**config.mk**
```make
export PLATFORM = sky130hd
export DESIGN_NAME = addsub_pipe
export DESIGN_NICKNAME = d
export VERILOG_FILES = /design/src/rtl/addsub_pipe.sv
export SDC_FILE = /design/constraint.sdc
export NUM_CORES = 1
export LEC_CHECK = 0
export CAP_MARGIN = 5
export CORE_MARGIN = 1
export CORE_UTILIZATION = 50
export CTS_CLUSTER_DIAMETER = 200
export DETAILED_ROUTE_END_ITERATION = 7
export GPL_TIMING_DRIVEN = 0
export MAX_ROUTING_LAYER = met4
export PLACE_DENSITY = 0.84
export SYNTH_ARGS = -nofsm -noshare
export SYNTH_HDL_FRONTEND = slang
export SYNTH_SLANG_ARGS = --single-unit
```
**constraint.sdc**
```tcl
create_clock -name clk -period 9.2 [get_ports clk]
set_input_delay 0.92 -clock clk [delete_from_list [all_inputs] [get_ports clk]]
set_output_delay 0.92 -clock clk [all_outputs]
set_load 0.05 [all_outputs]
```
**src/rtl/addsub_pipe.sv**
```systemverilog
// Pipelined carry-lookahead add/subtract unit with ARM NZCV flags.
// One BLOCK-bit slice resolves per stage; the carry is registered between slices.
module addsub_pipe #(
  parameter int WIDTH = 32,
  parameter int BLOCK = 8
) (
  input  logic             clk,
  input  logic             rst_n,
  input  logic             in_valid,
  output logic             in_ready,
  input  logic [1:0]       op,
  input  logic [WIDTH-1:0] a,
  input  logic [WIDTH-1:0] b,
  input  logic             c_in,
  output logic             out_valid,
  input  logic             out_ready,
  output logic [WIDTH-1:0] result,
  output logic             flag_n,
  output logic             flag_z,
  output logic             flag_c,
  output logic             flag_v
);

  localparam int NBLK = WIDTH / BLOCK;
  localparam int TOP  = WIDTH - BLOCK;

  // Carries written as the generate/propagate recurrence; synthesis flattens it into lookahead logic.
  function automatic logic [BLOCK:0] cla_slice(input logic [BLOCK-1:0] x,
                                               input logic [BLOCK-1:0] y,
                                               input logic             ci);
    logic [BLOCK-1:0] g;
    logic [BLOCK-1:0] p;
    logic [BLOCK:0]   c;
    g    = x & y;
    p    = x ^ y;
    c    = '0;
    c[0] = ci;
    for (int i = 0; i < BLOCK; i++) begin
      c[i+1] = g[i] | (p[i] & c[i]);
    end
    return {c[BLOCK], p ^ c[BLOCK-1:0]};
  endfunction

  logic             advance;
  logic [WIDTH-1:0] b_eff;
  logic             cin;

  assign advance  = !out_valid || out_ready;
  assign in_ready = advance;
  assign b_eff    = op[1] ? ~b : b;
  assign cin      = op[0] ? c_in : op[1];

  logic             lst_vld;
  logic             lst_c;
  logic [BLOCK-1:0] lst_a;
  logic [BLOCK-1:0] lst_b;
  logic [WIDTH-1:0] lst_sum;

  if (NBLK > 1) begin : g_mid
    localparam int NM = NBLK - 1;

    logic [NM-1:0]    vld_q;
    logic [NM-1:0]    vld_d;
    logic [NM-1:0]    c_q;
    logic [NM-1:0]    c_d;
    logic [WIDTH-1:0] a_q   [NM];
    logic [WIDTH-1:0] a_d   [NM];
    logic [WIDTH-1:0] b_q   [NM];
    logic [WIDTH-1:0] b_d   [NM];
    logic [WIDTH-1:0] sum_q [NM];
    logic [WIDTH-1:0] sum_d [NM];

    // Stage k: resolve slice k, forward the carry and the still-unprocessed operand bits.
    always_comb begin
      logic [WIDTH-1:0] sa;
      logic [WIDTH-1:0] sb;
      logic [WIDTH-1:0] ss;
      logic             sc;
      logic             sv;
      logic [BLOCK:0]   r;
      sa    = '0;
      sb    = '0;
      ss    = '0;
      sc    = 1'b0;
      sv    = 1'b0;
      r     = '0;
      vld_d = '0;
      c_d   = '0;
      for (int k = 0; k < NM; k++) begin
        a_d[k]   = '0;
        b_d[k]   = '0;
        sum_d[k] = '0;
      end
      for (int k = 0; k < NM; k++) begin
        if (k == 0) begin
          sa = a;
          sb = b_eff;
          ss = '0;
          sc = cin;
          sv = in_valid;
        end else begin
          sa = a_q[k-1];
          sb = b_q[k-1];
          ss = sum_q[k-1];
          sc = c_q[k-1];
          sv = vld_q[k-1];
        end
        r = cla_slice(sa[k*BLOCK +: BLOCK], sb[k*BLOCK +: BLOCK], sc);
        ss[k*BLOCK +: BLOCK] = r[BLOCK-1:0];
        a_d[k]   = sa;
        b_d[k]   = sb;
        sum_d[k] = ss;
        c_d[k]   = r[BLOCK];
        vld_d[k] = sv;
      end
    end

    always_ff @(posedge clk or negedge rst_n) begin
      if (!rst_n) begin
        vld_q <= '0;
      end else if (advance) begin
        vld_q <= vld_d;
      end
    end

    always_ff @(posedge clk) begin
      if (advance) begin
        a_q   <= a_d;
        b_q   <= b_d;
        sum_q <= sum_d;
        c_q   <= c_d;
      end
    end

    assign lst_vld = vld_q[NM-1];
    assign lst_c   = c_q[NM-1];
    assign lst_a   = a_q[NM-1][TOP +: BLOCK];
    assign lst_b   = b_q[NM-1][TOP +: BLOCK];
    assign lst_sum = sum_q[NM-1];
  end else begin : g_one
    assign lst_vld = in_valid;
    assign lst_c   = cin;
    assign lst_a   = a[TOP +: BLOCK];
    assign lst_b   = b_eff[TOP +: BLOCK];
    assign lst_sum = '0;
  end

  // Final stage: top slice plus flags into the output register.
  logic [BLOCK:0]   top_r;
  logic [WIDTH-1:0] result_d;
  logic [3:0]       nzcv_d;
  logic [WIDTH-1:0] result_q;
  logic [3:0]       nzcv_q;
  logic             out_valid_q;

  always_comb begin
    top_r    = cla_slice(lst_a, lst_b, lst_c);
    result_d = lst_sum;
    result_d[TOP +: BLOCK] = top_r[BLOCK-1:0];
    nzcv_d[3] = result_d[WIDTH-1];
    nzcv_d[2] = ~|result_d;
    nzcv_d[1] = top_r[BLOCK];
    nzcv_d[0] = (lst_a[BLOCK-1] == lst_b[BLOCK-1]) && (result_d[WIDTH-1] != lst_a[BLOCK-1]);
  end

  always_ff @(posedge clk or negedge rst_n) begin
    if (!rst_n) begin
      out_valid_q <= 1'b0;
      result_q    <= '0;
      nzcv_q      <= '0;
    end else if (advance) begin
      out_valid_q <= lst_vld;
      if (lst_vld) begin
        result_q <= result_d;
        nzcv_q   <= nzcv_d;
      end
    end
  end

  assign out_valid = out_valid_q;
  assign result    = result_q;
  assign flag_n    = nzcv_q[3];
  assign flag_z    = nzcv_q[2];
  assign flag_c    = nzcv_q[1];
  assign flag_v    = nzcv_q[0];

endmodule
```
* Word level (Yosys, flattened, before mapping)
Cells that the tools add are included.
** Storage, ports and cells
- Bits in registers :: 283
- Input bits :: 71
** Operators by class
- Reductions and logical operators :: 6
- Bitwise gates (word level) :: 77
- Multiplexer cells :: 2
- Equal/unequal tests :: 2
** Operators with widths (number)
- XOR 8 bit :: 8
- bitwise AND 1 bit :: 32
- bitwise AND 8 bit :: 4
- two-way mux 32 bit :: 1
- inverter 32 bit :: 1
- OR 1 bit :: 32
- OR reduction 32 bit :: 1
- logical NOT 1 bit :: 2
- AND reduction 2 bit :: 1
- equality test 1 bit :: 1
- logical AND 1 bit :: 1
- logical OR 1 bit :: 1
- two-way mux 1 bit :: 1
- inequality test 1 bit :: 1

* Logic depth before layout (Yosys ltp)
Gate-level depths: netlist (run 1).
- Depth in word-level cells :: 19
- Mapped depth :: 14
- Depth with buffers taken out :: 14

* Least setup slack after synthesis (run 1)
OpenSTA, ideal clock, no wires.
- Path type :: input to register
- From :: input op[1]
- To :: register g_mid.sum_q, in the netlist g_mid.sum_d[39] (data pin)
- Stages on the path :: 12
- Setup time :: 0.269 ns
- Required time :: 8.931 ns
- Slack :: 4.121 ns
- Arrival time :: 4.810 ns
- Path through :: buf_2 > buf_2 > mux2i_1 > fa_1 > fa_1 > fa_1 > fa_1 > fa_1 > fa_1 > fa_1 > inv_1 > fa_1
** RTL lines
- start, declared :: line 11 : input logic [1:0] op,
- end signal, assigned :: line 130 : sum_q <= sum_d;
- end, declared :: line 70 : logic [WIDTH-1:0] sum_q [NM];

==> summary.md, run 1 <==
| Metric | Value |
|---|---|
| Status | `completed` |
| Total leakage power | `between 3 and 4 nW` |
| Post-route clock period utilization | `0.529` |
| Grt met1 use | `0.187` |
| Synthesized-area fraction occupied by adder cells | `0.0905` |
| IO buf count | `around 110` |
| Post-synth top area cell | `edfxtp_1` |
| Global Route Usage Sum | `0.168` |
| Sequential area share after synthesis | `0.747` |
| Row count | `between 40 and 50` |
| Met2 Resource Use GR | `0.274` |
| Max Fclk | `0.205 GHz` |
| Die Wd | `122 microns` |
| Tmin final | `slightly below 5 ns` |
| Worst VDD drop | `around 0.00014 V` |
| Area grow syn2layout | `26.5%` |
| Worst skew pair latency | `about 0.42 ns` |
| Initial antenna violation count | `1` |
| Worst-path clk slew | `around 0.060 ns` |
| Sink Count | `around 190` |
| DR iter-0 viols | `160` |
| CTS Root Cell | `clkbuf_16` |
| Post_cts resized | `0` |
| Grt met3 use | `0.0510` |
| Setup CP Type | `input pin to register` |
| DR WL/cell | `15.8 microns` |
| WP data required | `around 9.4 ns` |
| Die Ht | `~120 microns` |
| Initial Util | `0.516` |
| Max cap viols | `0` |
| CTS max path bufs | `2` |
| Cell variety after synth | `23` |
| Setup bufs post-CTS | `0` |
| PwrDens | `around 350 mW/mm^2` |
| Routability cong. | `~0.80` |
| Routed vias | `about 3200` |
| Top-area cell type share of the netlist area | `0.612` |
| DRT Pass-1 Iters | `4` |
| Slew Limit Fails | `0` |
| TritonCTS clock tree | `built` |
| Mapped Cells | `roughly 360` |
| Crit path DAT | `5.03 ns` |
| Synth Cell Area | `approximately 0.0072 sq mm` |
| Syn. warnings | `0` |
| CTS HTree Levels | `4` |
| Mux contribution to synthesized area | `0.0643` |
| First-pass GRT wire length | `between 15 and 20 mm` |
| Post-CTS Hold Fix Bufs | `0` |
| DP Wirelength | `7.50 mm` |
| Setup TNS | `0 ns` |
| Most common cell after layout, fill and taps aside | `edfxtp_1` |
| Flops & latches, synth | `186` |
| Vias in the first global route | `roughly 3500` |
| Core area | `approximately 0.014 sq mm` |
| Syn nets | `approximately 470` |
| XOR/XNOR Fraction of Synth Area | `0.0400` |
| Hold Crit Class | `register to register` |
| Fraction of layout cells with a size suffix above 1 | `0.151` |
| Relative max-transition margin | `0.424` |
| Worst slew pin tran | `~0.86 ns` |
| Avg Inst Size Synth | `between 15 and 20 sq um` |
| Fin. Hold Viols | `0` |
| I/O pin cnt | `between 100 and 150` |
| CTS Buf Count | `17` |
| Die area | `between 0.01 and 0.015 sq mm` |
| Post-DRT Antenna Nets | `0` |
| Largest net degree at the start of global routing | `154` |
| Most frequent cells in the layout | `edfxtp_1, clkdlybuf4s50_1, inv_1, dfrtp_1, fa_1` |
| Synth area leaders | `edfxtp_1, dfrtp_1, fa_1` |
| GRT busiest layer | `met2` |
| Final Skew | `about 0.0096 ns` |
| Total Wirelength | `about 11 mm` |
| Final Setup Violations | `0` |
| Residual DRC | `0` |
| Compound-Gate Fraction of Synth Area | `0.00832` |
| Crit-path max FO | `10` |
| Critical path endpoint category | `register` |
| Grt total ovfl | `0` |
| Nets | `593` |
| Simple-Gate Fraction of Synth Area | `0.0151` |
| Combinational family with the most area after synthesis | `adder cells` |
| Crit start category | `input pin` |
| Min Hold Slack | `between 0.4 and 0.5 ns` |
| Vias/cell | `around 4.8` |
| RSZ-0062 raised after global routing | `false` |
logic make-up after synthesis:
kind of cell    count (synthesis)
mux                            33
simple gates                   14
compound gates                 11
xor+xnor                       33
fa+ha+maj                      33
flops                         186
buf+inv                        52
sequential cells by signal, indices dropped and copies added (netlist names), 16 cells and up:
register / count
g_mid.$12.sa: 16
lst_sum: 24
g_mid.$12.ss: 16
g_mid.b_d: 24
g_mid.$12.sb: 16
result: 32
g_mid.a_d: 24
synth_stat cells, drive strengths merged:
master  count
nand4       2
xnor2       7
ha          1
xor2       26
nor2b       1
fa         32
dfrtp      39
mux2i       1
inv        44
o21ai       9
o31ai       2
buf         8
nor4        6
nand2       3
edfxtp    147
mux2       32
nor4b       2
area by class of cell:
class | instances | area [sq um]
Sequential cell | 186 | 5390
Fill cell | 955 | 4860
Multi-Input combinational cell | 124 | 1580
Timing Repair Buffer | 108 | 1090
Clock buffer | 18 | 439
Tap cell | 180 | 225
Inverter | 44 | 170
Clock inverter | 14 | 150
Buffer | 8 | 82.6
Antenna cell | 1 | 2.50
path summary, 6_finish.rpt:
| check | from | end | slack [ns] | cells after the start |
|---|---|---|---|---|
| setup / recovery | op[1] | g_mid.sum_d[39] | 4.33 | 12 |
| hold / removal | g_mid.$12.sa[30] | g_mid.a_q[30] | 0.42 | 0 |
| setup reg to reg | g_mid.a_q[24] | nzcv_q[2] | 4.96 | 14 |
| hold reg to reg | g_mid.$12.sa[30] | g_mid.a_q[30] | 0.42 | 0 |
| max in group asynchronous | rst_n | result[19] | 8.05 | 1 |
| min in group asynchronous | rst_n | result[1] | 0.61 | 1 |
metrics by stage:
stage	power [mW]	utilization	cell area [sq um]	instances	worst slack (ns)
finish	3.22	0.653	9130	683	4.33
global route	3.39	0.653	9130	683	4.12
CTS	3.25	0.650	9100	681	4.28
detailed placement	2.54	0.608	8510	649	3.84
global placement	2.48	0.609	8510	649	3.94
floorplan	2.16	-	7220	362	4.12
report_power, final:
| group | internal (mW) | switching [mW] | leakage (nW) |
|---|---|---|---|
| sequential | 1.31 | 0.145 | 1.95 |
| combinational | 0.451 | 0.606 | 1.37 |
| clock | 0.407 | 0.302 | 0.272 |
| total | 2.16 | 1.05 | 3.59 |
metal layers:
layer	routed length (microns)	up-vias
met5	0	-
met4	240	0
met3	432	22
met2	5800	84
met1	4310	1614
li1	-	1528
critical path, cell delays in order:
cell and delay (ns):
buf_2 0.16, buf_2 0.30, mux2i_1 0.16, fa_1 0.44, fa_1 0.43, fa_1 0.42
fa_1 0.44, fa_1 0.43, fa_1 0.42, fa_1 0.40, inv_1 0.09, fa_1 0.41
Note: power is estimated with default switching activity, not from simulation.
==> run 2, diff against run 1 <==
==> constraint.sdc (replaced) <==
create_clock -name clk -period 4.9 [get_ports clk]
set_input_delay 0.49 -clock clk [delete_from_list [all_inputs] [get_ports clk]]
set_output_delay 0.49 -clock clk [all_outputs]
set_load 0.05 [all_outputs]
==> results of run 2 <==
Same layout as run 1 (identical final DEF). Status: completed.
Among the figures that moved: setup slack after placement 3.84 ns -> -0.0335 ns; clock-pin slew on the worst setup and hold paths 0.06 ns -> 0.07 ns; setup slack after layout 4.33 ns -> 0.462 ns; hold slack 0.419 ns -> 0.182 ns; register-to-register setup slack 4.96 ns -> 0.66 ns; total power 3.22 mW -> 6.04 mW; worst IR drop on VDD 0.000135 V -> 0.000254 V
